===== config.mk =====
export PLATFORM = sky130hd
export DESIGN_NAME = alu_1b_flat
export DESIGN_NICKNAME = d
export VERILOG_FILES = /design/src/rtl/alu_1b_if.sv /design/src/rtl/alu_1b.sv /design/src/flat_wrapper.sv
export SDC_FILE = /design/constraint.sdc
export NUM_CORES = 1
export LEC_CHECK = 0
export CORE_AREA = 5 5 42 44
export CTS_BUF_LIST = sky130_fd_sc_hd__clkbuf_8
export DETAILED_ROUTE_END_ITERATION = 10
export DIE_AREA = 0 0 47 49
export GPL_TIMING_DRIVEN = 0
export PLACE_DENSITY_LB_ADDON = 0.1
export SYNTH_ARGS = -nofsm -noshare
export SYNTH_HDL_FRONTEND = slang
export SYNTH_SLANG_ARGS = --single-unit
export TNS_END_PERCENT = 100

===== constraint.sdc =====
create_clock -name clk -period 1 [get_ports clk]
set_clock_uncertainty 0.05 [all_clocks]
set_input_delay 0.2 -clock clk [delete_from_list [all_inputs] [get_ports clk]]
set_output_delay 0.2 -clock clk [all_outputs]
set_load 0.02 [all_outputs]

===== src/rtl/alu_1b_if.sv =====
// Operand/result bundle for one alu_1b slice.
// Optional SLT feedback signals (less, set) exist only when ALU1B_SLT_EN is defined.
interface alu_1b_if;
  logic a;
  logic b;
  logic a_inv;
  logic b_inv;
  logic c_in;
  logic s1;
  logic s0;
  logic x;
  logic c_out;
`ifdef ALU1B_SLT_EN
  logic less;
  logic set;
`endif

`ifdef ALU1B_SLT_EN
  modport master (
    output a, b, a_inv, b_inv, c_in, s1, s0, less,
    input  x, c_out, set
  );
  modport slave (
    input  a, b, a_inv, b_inv, c_in, s1, s0, less,
    output x, c_out, set
  );
`else
  modport master (
    output a, b, a_inv, b_inv, c_in, s1, s0,
    input  x, c_out
  );
  modport slave (
    input  a, b, a_inv, b_inv, c_in, s1, s0,
    output x, c_out
  );
`endif
endinterface


===== src/rtl/alu_1b.sv =====
// One-bit ALU slice with registered result and carry-out.
// Ops {s1,s0}: 00 AND, 01 OR, 10 ADD, 11 XOR (or "less" when ALU1B_SLT_EN is defined).
// Optional feature macro: ALU1B_SLT_EN adds the less input and registered set (raw sum) output.
module alu_1b (
  input  logic     clk,
  input  logic     rst,
  alu_1b_if.slave  bus
);

  logic a_p;
  logic b_p;
  logic sum;
  logic carry;
  logic res;
  logic x_q;
  logic c_out_q;
`ifdef ALU1B_SLT_EN
  logic set_q;
`endif

  // Operand conditioning, full adder and result select.
  always_comb begin
    a_p   = bus.a ^ bus.a_inv;
    b_p   = bus.b ^ bus.b_inv;
    sum   = a_p ^ b_p ^ bus.c_in;
    carry = (a_p & b_p) | (a_p & bus.c_in) | (b_p & bus.c_in);
    res   = 1'b0;
    case ({bus.s1, bus.s0})
      2'b00:   res = a_p & b_p;
      2'b01:   res = a_p | b_p;
      2'b10:   res = sum;
`ifdef ALU1B_SLT_EN
      default: res = bus.less;
`else
      default: res = a_p ^ b_p;
`endif
    endcase
  end

  // Output registers; carry loads on every op so a ripple chain stays consistent.
  always_ff @(posedge clk) begin
    if (rst) begin
      x_q     <= 1'b0;
      c_out_q <= 1'b0;
`ifdef ALU1B_SLT_EN
      set_q   <= 1'b0;
`endif
    end else begin
      x_q     <= res;
      c_out_q <= carry;
`ifdef ALU1B_SLT_EN
      set_q   <= sum;
`endif
    end
  end

  assign bus.x     = x_q;
  assign bus.c_out = c_out_q;
`ifdef ALU1B_SLT_EN
  assign bus.set   = set_q;
`endif

endmodule


===== src/flat_wrapper.sv =====
// flat-port wrapper written by rule: the top's interface ports become plain ports
module alu_1b_flat 
  (clk, rst, bus_a, bus_b, bus_a_inv, bus_b_inv, bus_c_in, bus_s1, bus_s0, bus_x, bus_c_out);
  alu_1b_if bus_i ();
  input  logic clk;
  input  logic rst;
  input wire logic [$bits(bus_i.a)-1:0] bus_a;
  input wire logic [$bits(bus_i.b)-1:0] bus_b;
  input wire logic [$bits(bus_i.a_inv)-1:0] bus_a_inv;
  input wire logic [$bits(bus_i.b_inv)-1:0] bus_b_inv;
  input wire logic [$bits(bus_i.c_in)-1:0] bus_c_in;
  input wire logic [$bits(bus_i.s1)-1:0] bus_s1;
  input wire logic [$bits(bus_i.s0)-1:0] bus_s0;
  output wire logic [$bits(bus_i.x)-1:0] bus_x;
  output wire logic [$bits(bus_i.c_out)-1:0] bus_c_out;
  assign bus_i.a = bus_a;
  assign bus_i.b = bus_b;
  assign bus_i.a_inv = bus_a_inv;
  assign bus_i.b_inv = bus_b_inv;
  assign bus_i.c_in = bus_c_in;
  assign bus_i.s1 = bus_s1;
  assign bus_i.s0 = bus_s0;
  assign bus_x = bus_i.x;
  assign bus_c_out = bus_i.c_out;
  alu_1b u_core (.clk(clk), .rst(rst), .bus(bus_i));
endmodule

==> results.py, run 1 <==
metrics = {
    "timing": {
        "timing.final.crit_share": 0.995,
        "slew-limit-headroom": 0.905,
        "hold_viol": 0,
        "max_freq_mhz": 1010,
        "rsz0062_at_grt": "true",
        "setup_viol": 0,
        "hold_ws_ps": 372,
        "slew_violations": 0,
        "post-route-min-period_ps": 995,
        "tightest_slew_ps": 141,
    },
    "drt": {
        "drc": 0,
        "via_per_inst": 3.36,
        "routed_wl_um": 364,
        "wire_per_inst_um": 7.74,
        "vias": 158,
        "ant_nets": 0,
        "drtIter0Drc": 0,
        "drt_pass1_iterations": 1,
    },
    "power_and_ir_drop": {
        "power_leakage_nw": 0.148,
        "ir_drop_v": 0.000339,
        "powerDensity_nw_per_um2": 1610,
    },
    "placement": {
        "io_buffers": 10,
        "place.gp.congestion": 0.693,
        "placed_cells": 42,
        "hpwlAfterDp_um": 288,
    },
    "logic_synthesis": {
        "synthesis.area_um2": 118,
        "synth_top_cell_area_share": 0.340,
        "synth_top_area_cell": "dfxtp_1",
        "ys_seq_area_frac": 0.340,
        "ys.flop_type": "dfxtp_1",
        "ys_warn_count": 0,
        "syn_inst": 16,
        "ys_top_cells_by_count": "3 x a21oi_1, 3 x nor2_1, 2 x dfxtp_1, 2 x o21ai_0, 2 x xnor2_1",
        "ys_seq_elements": 2,
        "syn_nets": 25,
        "synth_edf_count": 0,
        "synth-async-reset-ratio": 0,
        "synth_cell_types": 9,
        "ys_top_cells_by_area": "dfxtp_1 34%, xnor2_1 15%, a21oi_1 13%",
        "syn_avg_cell_area_um2": 7.35,
    },
    "die": {
        "die_y_um": 49,
        "start_util": 0.0839,
        "die_w_um": 47,
        "core_area_um2": 1400,
        "rows": 14,
        "io_pins": 11,
        "dieArea_um2": 2300,
    },
    "flow_run": {
        "maxCapViolCount": 0,
    },
    "global_route": {
        "antenna_found_initial": 0,
        "grt_first_pass_wirelength_um": 593,
        "grt_max_degree": 5,
        "grt-ovfl-total": 0,
        "grt_pass1_vias": 177,
        "grt_use_total": 0.0436,
    },
    "critical_path": {
        "path_class": "in -> reg",
        "start_kind": "primary input",
        "crit_fanout": 3,
        "endpoint_kind": "register",
        "slowest_delay_ps": 360,
        "crit_slowest_cell": "or3_1",
        "worstPathArrival_ps": 1090,
        "crit_chain": "buf_8 -> xnor2_4 -> and2_1 -> or3_1 -> a21oi_1",
        "crit_required_ps": 1090,
    },
    "cts": {
        "cts_made_buffers": 3,
        "cts_tree": "built",
        "clock-root-buffer": "clkbuf_8",
        "ctsHoldBuffers": 0,
        "cts.clk_slew.worst_paths_ps": 30,
        "clk_path_buf_depth": 2,
        "htreeDepth": 1,
        "cts.sinks": 2,
    },
    "cells_and_area": {
        "fillCellCount": 164,
        "nNetsFinal": 42,
        "area_growth_pct": 180,
        "n_antenna_cell": 0,
        "fin_cells": 47,
        "drive_above_1_share": 0.516,
    },
    "min_path": {
        "hold_class": "in -> reg",
    },
    "outcome": {
        "status": "finished clean",
    },
}
## cells by family after synthesis
family	after synthesis	share of synthesized area
compound gates	5	0.213
xor+xnor	2	0.149
simple gates	6	0.266
flops	2	0.340
buf+inv	1	0.0319
## power breakdown
part	total, mW	switching (mW)	internal (mW)
Sequential	0.0904	0.00135	0.0890
Combinational	0.125	0.0514	0.0739
Clock	0.315	0.0609	0.254
## area by class of cell
class	instances	area [um^2]	share of cell area
tap	16	20.0	0.0608
multi-input combinational	13	114	0.346
clock buffer	3	41.3	0.125
inverter	1	3.75	0.0114
timing repair buffer	12	110	0.335
sequential	2	40.0	0.122
## cells in the final DEF (no fill, tap or decap)
| master | instances |
|---|---|
| a21oi_1 | 3 |
| and2_1 | 1 |
| and3_2 | 1 |
| buf_2 | 2 |
| buf_4 | 2 |
| buf_6 | 3 |
| buf_8 | 1 |
| clkbuf_8 | 3 |
| clkdlybuf4s50_1 | 1 |
| dfxtp_1 | 2 |
| dlygate4sd2_1 | 3 |
| inv_2 | 1 |
| nor2_1 | 2 |
| nor2_2 | 1 |
| o21ai_0 | 2 |
| or3_1 | 1 |
| xnor2_4 | 2 |
## stage by stage
step / power (mW) / setup slack (ps) / util / area, um^2 / TNS [ps]
global route: 0.563 / -33.2 / 0.235 / 329 / -33.2
detailed placement: 0.217 / -616 / 0.198 / 278 / -1180
global placement: 0.216 / -618 / 0.198 / 278 / -1190
CTS: 0.523 / 3.32 / 0.209 / 293 / 0
finish: 0.531 / 4.99 / 0.235 / 329 / 0
floorplan: 0.155 / -18.7 / - / 158 / -18.7
## path summary, 6_finish.rpt
check | start | endpoint | slack, ps | cells past startpoint
max | bus_a_inv | u_core.bus.x | 5 | 5
min | bus_b | u_core.bus.c_out | 370 | 5
## flip-flops by register name, summed over array words and instances (netlist names)
register,count
u_core.bus.c_out,1
u_core.bus.x,1
## per-layer routing
| metal | global-route usage | wire (um) |
|---|---|---|
| met5 | 0 | 0 |
| met1 | 0.0285 | 106 |
| met2 | 0.0566 | 226 |
| met3 | 0.0221 | 31 |
| met4 | 0.0829 | 0 |
## worst max-delay path, delay by kind of cell
family	cells	cell delay, ps
buffers and inverters	1	100
XOR/XNOR	1	140
AO/OA/AOI/OAI	1	130
AND/OR/NAND/NOR	2	510
## timing repair
item	4_1_cts	5_1_grt
setup buffers	1	1
setup endpoints to repair	4	1
resized for setup	28	9
hold endpoints to repair	0	0
pin swaps	4	5
(Power assumes the default switching activity.)
==> run 2: changes to the inputs <==
--- a/config.mk
+++ b/config.mk
@@ -5,10 +5,10 @@
 export SDC_FILE = /design/constraint.sdc
 export NUM_CORES = 1
 export LEC_CHECK = 0
-export CORE_AREA = 5 5 42 44
+export CORE_AREA = 2 2 39 41
 export CTS_BUF_LIST = sky130_fd_sc_hd__clkbuf_8
 export DETAILED_ROUTE_END_ITERATION = 10
-export DIE_AREA = 0 0 47 49
+export DIE_AREA = 0 0 41 43
 export GPL_TIMING_DRIVEN = 0
 export PLACE_DENSITY_LB_ADDON = 0.1
 export SYNTH_ARGS = -nofsm -noshare
==> run 2 against run 1 <==
Net effect: clock power fell by 2%; clock-buffer cell count did not move; largest cell class unchanged; combinational power fell by 3%; critical path type unchanged; final cell count fell by 2.1%; maximum frequency rose by 0.95%; final area fell by 3.0%; via count rose by 1.3%; worst hold slack improved by 14 ps; non-clock buffer count fell by 1.
==> results.py, run 2 (synthesis gave the netlist of run 1 again) <==
metrics = {
    "outcome": {
        "status": "finished clean",
    },
    "cells_and_area": {
        "drive_above_1_share": 0.533,
        "n_antenna_cell": 0,
        "area_growth_pct": 171,
        "layout_common_cells": "3 x clkbuf_8, 3 x buf_2, 3 x dlygate4sd2_1",
        "fillCellCount": 157,
        "nNetsFinal": 41,
    },
    "placement": {
        "place.gp.congestion": 0.461,
        "hpwlAfterDp_um": 252,
        "io_buffers": 10,
    },
    "timing": {
        "tightest_slew_ps": 233,
        "slew-limit-headroom": 0.843,
        "hold_viol": 0,
        "setup_viol": 0,
        "max_freq_mhz": 1010,
        "post-route-min-period_ps": 986,
        "timing.final.crit_share": 0.986,
        "rsz0062_at_grt": "true",
        "fin_setup_tns_ps": 0,
        "slew_violations": 0,
        "hold_ws_ps": 386,
    },
    "global_route": {
        "grt_util_met3": 0.0366,
        "grt_pass1_vias": 150,
        "grt_first_pass_wirelength_um": 503,
        "grt_max_degree": 5,
        "gr-usage-met1": 0.0319,
        "grt-ovfl-total": 0,
        "met2_usage": 0.0750,
        "grt-busiest-layer": "met2",
        "antenna_found_initial": 0,
        "grt_use_total": 0.0441,
    },
    "critical_path": {
        "endpoint_kind": "register",
        "path_class": "in -> reg",
        "start_kind": "primary input",
        "crit_required_ps": 1090,
        "crit_buf_inv": 1,
        "slowest_delay_ps": 350,
        "worstPathArrival_ps": 1080,
        "cp_top_family": "simple AND/OR/NAND/NOR gates",
        "crit_fanout": 4,
        "crit_chain": "buf_8 -> xnor2_4 -> and2_1 -> or3_1 -> a21oi_2",
        "crit_slowest_cell": "or3_1",
    },
    "cts": {
        "cts_tree": "built",
        "clk_path_buf_depth": 2,
        "cts.sinks": 2,
        "ctsHoldBuffers": 0,
        "cts_made_buffers": 3,
        "cts.clk_slew.worst_paths_ps": 30,
        "clock-root-buffer": "clkbuf_8",
        "htreeDepth": 1,
    },
    "die": {
        "start_util": 0.0850,
        "die_w_um": 41,
        "die_y_um": 43,
        "core_area_um2": 1380,
        "rows": 14,
        "io_pins": 11,
        "dieArea_um2": 1760,
    },
    "min_path": {
        "hold_class": "in -> reg",
        "worstHoldStart": "bus_b",
        "hold_depth": 5,
        "holdPathEnd": "u_core.bus.c_out",
    },
    "drt": {
        "ant_nets": 0,
        "drt_pass1_iterations": 2,
        "drtIter0Drc": 5,
        "routed_wl_um": 354,
        "wire_per_inst_um": 7.70,
        "vias": 160,
        "via_per_inst": 3.48,
        "drc": 0,
    },
    "power_and_ir_drop": {
        "power_leakage_nw": 0.141,
        "finalPower_mw": 0.519,
        "ir_drop_v": 0.000319,
        "powerDensity_nw_per_um2": 1630,
    },
    "flow_run": {
        "maxCapViolCount": 0,
    },
}
## run 2: what timing repair did
| item | 4_1_cts | 5_1_grt |
|---|---|---|
| pin swaps | 5 | 1 |
| buffers inserted | 1 | 0 |
| resized for setup | 34 | 2 |
| setup endpoints to repair | 4 | 1 |
## run 2: area by class of cell
class / count / area [um^2] / share of cell area
inverter: 1 / 3.75 / 0.0118
multi-input combinational: 13 / 118 / 0.369
sequential: 2 / 40.0 / 0.125
clock buffer: 3 / 41.3 / 0.129
timing repair buffer: 11 / 96.3 / 0.302
tap: 16 / 20.0 / 0.0627
## run 2: stage by stage
step	utilization	setup slack, ps	cells	instance area, um^2
finish	0.231	14.4	46	319
global route	0.231	-27.8	46	319
CTS	0.225	3.38	46	312
detailed placement	0.201	-633	42	278
global placement	0.201	-628	42	278
floorplan	-	-18.7	16	158
## run 2: worst max-delay path by stage
stage                    from  cells past startpoint            to
finish              bus_a_inv                      5  u_core.bus.x
global route        bus_a_inv                      5  u_core.bus.x
CTS                     bus_a                      5  u_core.bus.x
detailed placement  bus_a_inv                      5  u_core.bus.x
global placement    bus_a_inv                      5  u_core.bus.x
floorplan           bus_a_inv                      4  u_core.bus.x
## run 2: per-layer routing
metal,part of all wire,vias to the layer above
li1,-,82
met1,0.29,73
met2,0.60,5
met3,0.10,0
met4,0,0
met5,0,-
## run 2: where the power goes
part | switching (mW) | internal [mW] | total (mW)
Sequential | 0.00143 | 0.0891 | 0.0905
Combinational | 0.0532 | 0.0678 | 0.121
Clock | 0.0540 | 0.254 | 0.308
==> run 3: changes to the inputs <==
--- a/config.mk
+++ b/config.mk
@@ -11,7 +11,7 @@
 export DIE_AREA = 0 0 41 43
 export GPL_TIMING_DRIVEN = 0
 export PLACE_DENSITY_LB_ADDON = 0.1
+export SKIP_CTS_REPAIR_TIMING = 1
 export SYNTH_ARGS = -nofsm -noshare
 export SYNTH_HDL_FRONTEND = slang
 export SYNTH_SLANG_ARGS = --single-unit
-export TNS_END_PERCENT = 100
==> run 3 against run 2 <==
Net effect: the flow now finishes with violations (negative setup slack); sequential share of layout area decreased by 0.15 points; worst hold slack got worse by 46 ps; critical path depth unchanged; via count decreased by 3.8%; critical path type unchanged; critical endpoint unchanged; largest cell class unchanged; highest routed layer unchanged.
==> results.py, run 3 (synthesis gave the netlist of run 1 again) <==
metrics = {
    "cells_and_area": {
        "final_common_cell": "dlymetal6s2s_1",
        "design_area_um2": 323,
        "fin_cells": 45,
        "n_antenna_cell": 0,
        "layout_common_cells": "6 x dlymetal6s2s_1, 3 x clkbuf_8, 3 x clkbuf_2",
        "area_growth_pct": 174,
        "drive_above_1_share": 0.414,
        "nNetsFinal": 40,
    },
    "critical_path": {
        "endpoint_kind": "register",
        "cp_top_family": "simple AND/OR/NAND/NOR gates",
        "cp.depth": 5,
        "critPathLaunch": "bus_a_inv",
        "path_class": "in -> reg",
        "crit_buf_inv": 1,
        "crit_fanout": 4,
        "crit_required_ps": 1090,
        "crit_slowest_cell": "or3_1",
        "endpoint": "u_core.bus.x",
        "crit_chain": "dlymetal6s2s_1 -> xnor2_4 -> and2_1 -> or3_1 -> a21oi_2",
        "slowest_delay_ps": 350,
        "worstPathArrival_ps": 1130,
        "start_kind": "primary input",
    },
    "min_path": {
        "hold_class": "in -> reg",
        "worstHoldStart": "bus_s0",
    },
    "die": {
        "dieArea_um2": 1760,
        "start_util": 0.0850,
        "rows": 14,
        "core_area_um2": 1380,
        "io_pins": 11,
        "die_w_um": 41,
        "die_y_um": 43,
    },
    "timing": {
        "setup_viol": 1,
        "timing.final.crit_share": 1.04,
        "finalWorstSetupSlack_ps": -43.3,
        "hold_viol": 0,
        "max_freq_mhz": 959,
        "rsz0062_at_grt": "true",
        "slew_violations": 0,
        "slew-limit-headroom": 0.845,
        "tightest_slew_ps": 230,
        "post-route-min-period_ps": 1040,
    },
    "drt": {
        "ant_nets": 0,
        "drc": 0,
        "vias": 154,
        "via_per_inst": 3.42,
        "routed_wl_um": 310,
        "wire_per_inst_um": 6.89,
        "drt_pass1_iterations": 3,
        "drtIter0Drc": 7,
    },
    "placement": {
        "io_buffers": 10,
        "place_ws_ps": -633,
        "dpl_cell_area_um2": 278,
        "placed_cells": 42,
        "place.gp.congestion": 0.461,
        "hpwlAfterDp_um": 252,
    },
    "cts": {
        "cts.clk_slew.worst_paths_ps": 30,
        "cts_made_buffers": 3,
        "cts.sinks": 2,
        "cts_tree": "built",
        "clock-root-buffer": "clkbuf_8",
        "clk_path_buf_depth": 2,
        "htreeDepth": 1,
    },
    "power_and_ir_drop": {
        "ir_drop_v": 0.000330,
        "power_leakage_nw": 0.188,
        "powerDensity_nw_per_um2": 1600,
    },
    "global_route": {
        "grt_use_total": 0.0401,
        "grt_max_degree": 5,
        "grt_pass1_vias": 124,
        "grt-ovfl-total": 0,
        "antenna_found_initial": 0,
        "grt_first_pass_wirelength_um": 448,
    },
    "flow_run": {
        "maxCapViolCount": 0,
    },
    "outcome": {
        "violations": "negative setup slack",
        "status": "finished, violations left",
    },
}
==> run 3: metrics by stage <==
step	TNS, ps	utilization	hold WS (ps)	power (mW)
final	-43.3	0.233	340	0.518
after floorplan	-18.7	-	219	0.155
after global placement	-1200	0.201	712	0.218
after CTS	-1220	0.231	506	0.536
after detailed placement	-1200	0.201	714	0.218
after global routing	-103	0.233	387	0.546
==> run 3: how the worst min path moves through the flow <==
stage               depth (start not counted)  slack (ps)               end
CTS                                         2         510  u_core.bus.c_out
detailed placement                          2         710  u_core.bus.c_out
global route                                5         390  u_core.bus.c_out
finish                                      4         340      u_core.bus.x
global placement                            2         710  u_core.bus.c_out
floorplan                                   1         220      u_core.bus.x
==> run 3: power breakdown <==
group / total [mW] / internal, mW / switching [mW]
Sequential: 0.0904 / 0.0890 / 0.00138
Combinational: 0.118 / 0.0662 / 0.0519
Clock: 0.309 / 0.254 / 0.0554
==> run 3: layer usage <==
| metal | wire length (um) | share of wire | global-route usage |
|---|---|---|---|
| met5 | 0 | 0 | 0 |
| met4 | 0 | 0 | 0.0200 |
| met3 | 37 | 0.12 | 0.0366 |
| met2 | 175 | 0.56 | 0.0625 |
| met1 | 97 | 0.31 | 0.0319 |
==> run 3: layout make-up <==
class                           instances  area (um^2)
Sequential cell                         2         40.0
Fill cell                             149         1060
Clock buffer                            3         41.3
Inverter                                1         3.75
Multi-Input combinational cell         13          118
Timing Repair Buffer                   10          100
Tap cell                               16         20.0
==> run 3: tightest hold or removal path, delay by kind of cell <==
kind,cells,cell delay [ps]
buffers and inverters,1,100
AO/OA/AOI/OAI,3,250
